## src/rtl/memory_arbiter.sv

```systemverilog
// rtl/memory_arbiter.sv - shares one 128-bit block memory between icache and dcache
//
// Purpose: round-robin arbiter with one block transaction in flight at a time.
//   The losing cache is stalled on its busywait. A watchdog aborts a transaction
//   that the memory never completes and raises a sticky timeout flag.
// Ports:
//   clock, reset (async, active-low)
//   ic_mem_read / ic_mem_address           -> icache read request
//   ic_mem_readdata / ic_mem_busywait      <- icache block and stall
//   dc_mem_read / dc_mem_write / dc_mem_address / dc_mem_writedata -> dcache request
//   dc_mem_readdata / dc_mem_busywait      <- dcache block and stall
//   mem_read / mem_write / mem_address / mem_writedata -> memory
//   mem_readdata / mem_busywait            <- memory
//   timeout                                <- sticky watchdog flag
module memory_arbiter #(
  parameter int TIMEOUT_CYCLES = 255,
  parameter int CNT_W          = 8
) (
  input  logic         clock,
  input  logic         reset,
  input  logic         ic_mem_read,
  input  logic [27:0]  ic_mem_address,
  output logic [127:0] ic_mem_readdata,
  output logic         ic_mem_busywait,
  input  logic         dc_mem_read,
  input  logic         dc_mem_write,
  input  logic [27:0]  dc_mem_address,
  input  logic [127:0] dc_mem_writedata,
  output logic [127:0] dc_mem_readdata,
  output logic         dc_mem_busywait,
  output logic         mem_read,
  output logic         mem_write,
  output logic [27:0]  mem_address,
  output logic [127:0] mem_writedata,
  input  logic [127:0] mem_readdata,
  input  logic         mem_busywait,
  output logic         timeout
);

  typedef enum logic [1:0] {S_IDLE, S_ISSUE, S_WAIT, S_RESP} state_t;
  typedef enum logic [1:0] {G_NONE, G_IC, G_DC} grant_t;

  state_t         r_state,         w_state_n;
  grant_t         r_grant,         w_grant_n;
  logic           r_last_dc,       w_last_dc_n;
  logic           r_mem_read,      w_mem_read_n;
  logic           r_mem_write,     w_mem_write_n;
  logic [27:0]    r_mem_address,   w_mem_address_n;
  logic [127:0]   r_mem_writedata, w_mem_writedata_n;
  logic [127:0]   r_rd_buf,        w_rd_buf_n;
  logic [CNT_W-1:0] r_cnt,         w_cnt_n;
  logic           r_timeout,       w_timeout_n;

  logic w_ic_req;
  logic w_dc_req;
  logic w_expire;
  logic w_pick_dc;

  assign w_ic_req = ic_mem_read;
  assign w_dc_req = dc_mem_read | dc_mem_write;
  assign w_expire = (r_cnt == CNT_W'(TIMEOUT_CYCLES - 1));

  // Busywait drops only during the single RESP cycle of the granted requester.
  assign ic_mem_busywait = w_ic_req & ~((r_state == S_RESP) && (r_grant == G_IC));
  assign dc_mem_busywait = w_dc_req & ~((r_state == S_RESP) && (r_grant == G_DC));

  assign ic_mem_readdata = r_rd_buf;
  assign dc_mem_readdata = r_rd_buf;
  assign mem_read        = r_mem_read;
  assign mem_write       = r_mem_write;
  assign mem_address     = r_mem_address;
  assign mem_writedata   = r_mem_writedata;
  assign timeout         = r_timeout;

  always_ff @(posedge clock or negedge reset) begin
    if (!reset) begin
      r_state         <= S_IDLE;
      r_grant         <= G_NONE;
      r_last_dc       <= 1'b0;
      r_mem_read      <= 1'b0;
      r_mem_write     <= 1'b0;
      r_mem_address   <= '0;
      r_mem_writedata <= '0;
      r_rd_buf        <= '0;
      r_cnt           <= '0;
      r_timeout       <= 1'b0;
    end else begin
      r_state         <= w_state_n;
      r_grant         <= w_grant_n;
      r_last_dc       <= w_last_dc_n;
      r_mem_read      <= w_mem_read_n;
      r_mem_write     <= w_mem_write_n;
      r_mem_address   <= w_mem_address_n;
      r_mem_writedata <= w_mem_writedata_n;
      r_rd_buf        <= w_rd_buf_n;
      r_cnt           <= w_cnt_n;
      r_timeout       <= w_timeout_n;
    end
  end

  always_comb begin
    w_state_n         = r_state;
    w_grant_n         = r_grant;
    w_last_dc_n       = r_last_dc;
    w_mem_read_n      = r_mem_read;
    w_mem_write_n     = r_mem_write;
    w_mem_address_n   = r_mem_address;
    w_mem_writedata_n = r_mem_writedata;
    w_rd_buf_n        = r_rd_buf;
    w_cnt_n           = r_cnt;
    w_timeout_n       = r_timeout;
    w_pick_dc         = 1'b0;

    case (r_state)
      S_IDLE: begin
        if (w_ic_req || w_dc_req) begin
          // On contention the requester that was not served last wins.
          w_pick_dc = w_dc_req && (!w_ic_req || !r_last_dc);
          if (w_pick_dc) begin
            w_grant_n         = G_DC;
            w_mem_address_n   = dc_mem_address;
            w_mem_writedata_n = dc_mem_writedata;
            // A write-back takes precedence when both dcache strobes are set.
            w_mem_write_n     = dc_mem_write;
            w_mem_read_n      = ~dc_mem_write;
          end else begin
            w_grant_n         = G_IC;
            w_mem_address_n   = ic_mem_address;
            w_mem_write_n     = 1'b0;
            w_mem_read_n      = 1'b1;
          end
          w_cnt_n   = '0;
          w_state_n = S_ISSUE;
        end
      end

      S_ISSUE: begin
        if (w_expire) begin
          w_timeout_n   = 1'b1;
          w_mem_read_n  = 1'b0;
          w_mem_write_n = 1'b0;
          w_state_n     = S_RESP;
        end else begin
          // The watchdog counts every cycle spent in ISSUE and WAIT.
          w_cnt_n = r_cnt + CNT_W'(1);
          if (mem_busywait) begin
            w_state_n = S_WAIT;
          end
        end
      end

      S_WAIT: begin
        if (!mem_busywait) begin
          if (r_mem_read) begin
            w_rd_buf_n = mem_readdata;
          end
          w_mem_read_n  = 1'b0;
          w_mem_write_n = 1'b0;
          w_state_n     = S_RESP;
        end else if (w_expire) begin
          w_timeout_n   = 1'b1;
          w_mem_read_n  = 1'b0;
          w_mem_write_n = 1'b0;
          w_state_n     = S_RESP;
        end else begin
          w_cnt_n = r_cnt + CNT_W'(1);
        end
      end

      S_RESP: begin
        w_last_dc_n = (r_grant == G_DC);
        w_grant_n   = G_NONE;
        w_state_n   = S_IDLE;
      end

      default: begin
        w_state_n = S_IDLE;
        w_grant_n = G_NONE;
      end
    endcase
  end

endmodule

```

## config.mk

```make
export PLATFORM = sky130hd
export DESIGN_NAME = memory_arbiter
export DESIGN_NICKNAME = d
export VERILOG_FILES = /design/src/rtl/memory_arbiter.sv
export SDC_FILE = /design/constraint.sdc
export NUM_CORES = 1
export LEC_CHECK = 0
export BUFFER_PORTS_ARGS = -buffer_cell sky130_fd_sc_hd__buf_4
export CAP_MARGIN = 20
export CELL_PAD_IN_SITES_DETAIL_PLACEMENT = 0
export CELL_PAD_IN_SITES_GLOBAL_PLACEMENT = 1
export CORE_AREA = 10 10 275 277
export CTS_CLUSTER_SIZE = 14
export DETAILED_ROUTE_END_ITERATION = 10
export DIE_AREA = 0 0 285 287
export HOLD_SLACK_MARGIN = 0.05
export PLACE_DENSITY = 0.59
export SLEW_MARGIN = 15
export SYNTH_ARGS = -nofsm -noshare
export SYNTH_HDL_FRONTEND = slang
export SYNTH_SLANG_ARGS = --single-unit
```

## constraint.sdc

```tcl
create_clock -name clock -period 2.95 [get_ports clock]
set_input_delay 0.59 -clock clock [delete_from_list [all_inputs] [get_ports clock]]
set_output_delay 0.59 -clock clock [all_outputs]
set_load 0.005 [all_outputs]
```

==> reports/metrics.cfg <==
[power]
p_clk_share_pct=22.2
power_density_mw_per_mm2=1090
power.internal_mw=14.9
leakage_nw=9.64
pwr-share-comb_pct=42.4
peakVddDrop_mv=0.554
p_sw_share_pct=31.5
switchingPower_mw=6.86
seqPwrFrac_pct=35.4

[worst_setup_path]
cp_max_fo=112
setup.worst_path.end_class=flip-flop
crit_slowest_cell=dfrtp_1
arrival_ps=2930
critPathKind=flip-flop to flip-flop
required_ps=3370
cp_cell_sequence=inv_1 > ha_1 > nor2b_1 > nand2_4 > buf_12 > buf_4 > mux2_2
max_stage_delay_ps=420
setup.worst_path.start_class=flip-flop

[floorplan]
num_rows=97
chipWidth_um=285
dieArea_mm2=0.0818
die_y_um=287
core-area_mm2=0.0698
pin_count=735
start_util_pct=18.2

[synthesis]
synth_ff_type=dfrtp_1
synthTopCellsByArea=dfrtp_1 (59%), mux2_2 (23%), buf_4 (7.6%), mux2i_1 (2.5%), o21ai_0 (1.3%)
async_flop_share_pct=100
synth_edf_count=0
synthCells=903
synth_area_leader_cell=dfrtp_1
synth_nets=1228
yosys_warnings=0
syn_area_mm2=0.0127
ys_seq_area_share_pct=59.1
synth_cell_type_count=40
synth_top_area_share_pct=59.1
synth_area_per_cell_um2=14.1
synth-seq-cells=300

[placed_design]
portBuffers=734
placed_area_mm2=0.0186
hpwlAfterDp_um=38400
gp_congestion=0.781

[clocking]
insertion_delay_ps=540
htreeDepth=2
cts_tree=built
clockBufferDepth=3
post-cts-setup-buffer-count=0
cts.sinks=300
clkTransAtPathRegs_ps=60
clockRootBuffer=clkbuf_16
cts_buffers=39

[drt]
drt-wirelength-per-cell_um=18.9
drc=0
vias=9287
drt_iter0_markers=241
via_per_inst=3.71
antenna_left=0
wl_um=47400
first_pass_iters=4

[timing]
tightest_slew_ps=784
max_slew_margin_pct=47.7
clock.fmax_ghz=0.399
fin_crit_sh_pct=85.0
drv_slew=0
hold_violations=0
fin_worst_skew_ps=19.6
final_period_minus_worst_setup_slack_ps=2510
fin_tns_setup_ps=0
setup_violations=0
rsz0062_at_grt=no

[layout]
fillers=7216
final_cell_area_mm2=0.0199
synthToLayoutAreaGrowth_pct=56.8
final_core_util_pct=28.5
nNetsFinal=1860
drive_gt1_share_pct=69.1

[grt]
overflow=0
grt_use_total_pct=10.9
grt_max_degree=113
grt_pass1_vias=10500
antenna_found_initial=1
grt_pass1_wl_um=69600

[job]
drv_cap=0

[hold_path]
hold_class=primary input to flip-flop

[status]
status=finished, final reports clean

layout by cell type, fill, tap and decap left out, drive strengths merged, types with 7 or more instances in the layout:
master,n
nand2,41
o21ai,33
mux2,258
mux2i,32
inv,11
dfrtp,300
clkinv,7
buf,759
ha,7
clkbuf,56
repair_timing:
action	in CTS	in global routing
gates resized for setup	0	0
endpoints found under the setup margin	0	0
endpoints found under the hold margin	56	0
hold buffers	1	0
critical path: cells and delay by family, from the launching register on:
kind                       cells  cell delay (ps)
and+or+nand+nor                2              280
adders and majority gates      1              260
DFF                            1              420
muxes                          1              370
buffers and inverters          3              820
power groups by stage:
stage / sequential (mW) / clock (mW) / combinational, mW
after CTS: 7.75 / 5.05 / 9.52
after detailed placement: 7.78 / 0 / 9.52
after floorplan: 7.52 / 0 / 4.42
after global routing: 8.00 / 5.22 / 10.1
after global placement: 7.70 / 0 / 9.42
final: 7.71 / 4.83 / 9.24
path summary, 6_finish.rpt:
path | startpoint | to | slack (ps) | cells past startpoint
min in group asynchronous | reset | mem_writedata[18] | 580 | 2
max reg2reg | r_state[0] | dc_mem_readdata[17] | 440 | 7
max | r_state[0] | dc_mem_readdata[17] | 440 | 7
min | dc_mem_writedata[54] | mem_writedata[54] | 270 | 2
max in group asynchronous | reset | mem_writedata[118] | 1560 | 4
min reg2reg | timeout | timeout | 460 | 1
state kept, by name (all words and copies together) (netlist names), 2 cells and up:
| signal | count |
|---|---|
| r_grant | 2 |
| dc_mem_readdata | 128 |
| r_state | 2 |
| r_cnt | 8 |
| mem_writedata | 128 |
| mem_address | 28 |
final cells by class:
type	instances	area, um2	area share, %
sequential	300	7510	37.7
timing repair buffer	760	5830	29.3
multi-input combinational	424	4040	20.3
tap	940	1180	5.91
clock buffer	56	1120	5.63
clock inverter	12	183	0.918
inverter	10	37.5	0.189
antenna	1	2.50	0.0126
cells in the mapped netlist, types with 3 or more instances:
cell type    n
buf_4      128
ha_1         7
nor2_1       3
and3_1       3
mux2i_1     32
inv_1       10
nand4_1      3
nand3_1      3
dfrtp_1    300
clkbuf_1    13
mux2_2     258
buf_2       27
o21ai_0     33
nand2_1     41
o22ai_1      3
nand2b_1     5
cells by family after synthesis:
| group | after synthesis | share of synthesized area (%) |
|---|---|---|
| AOI/OAI and AO/OA | 54 | 2.61 |
| buffers and inverters | 179 | 9.34 |
| and+or+nand+nor | 73 | 2.81 |
| muxes | 290 | 25.4 |
| adders and majority gates | 7 | 0.690 |
| DFF | 300 | 59.1 |
metrics by stage:
step           hold WS, ps  power, mW  cells  worst slack [ps]
6_report               268       21.8   2503               443
5_1_grt                227       23.3   2502               328
4_1_cts                217       22.3   2502               463
3_5_place_dp           452       17.3   2433               469
3_3_place_gp           457       17.1   2433               498
2_1_floorplan          294       11.9    903               829
layer usage:
layer / track usage [%] / wire (um) / vias up
met4: 3.38 / 1110 / 0
met5: 0 / 0 / -
met3: 4.27 / 4450 / 61
met2: 20.1 / 25000 / 407
met1: 11.2 / 16800 / 4545
li1: - / - / 4274
Note: power is estimated with default switching activity, not from simulation.
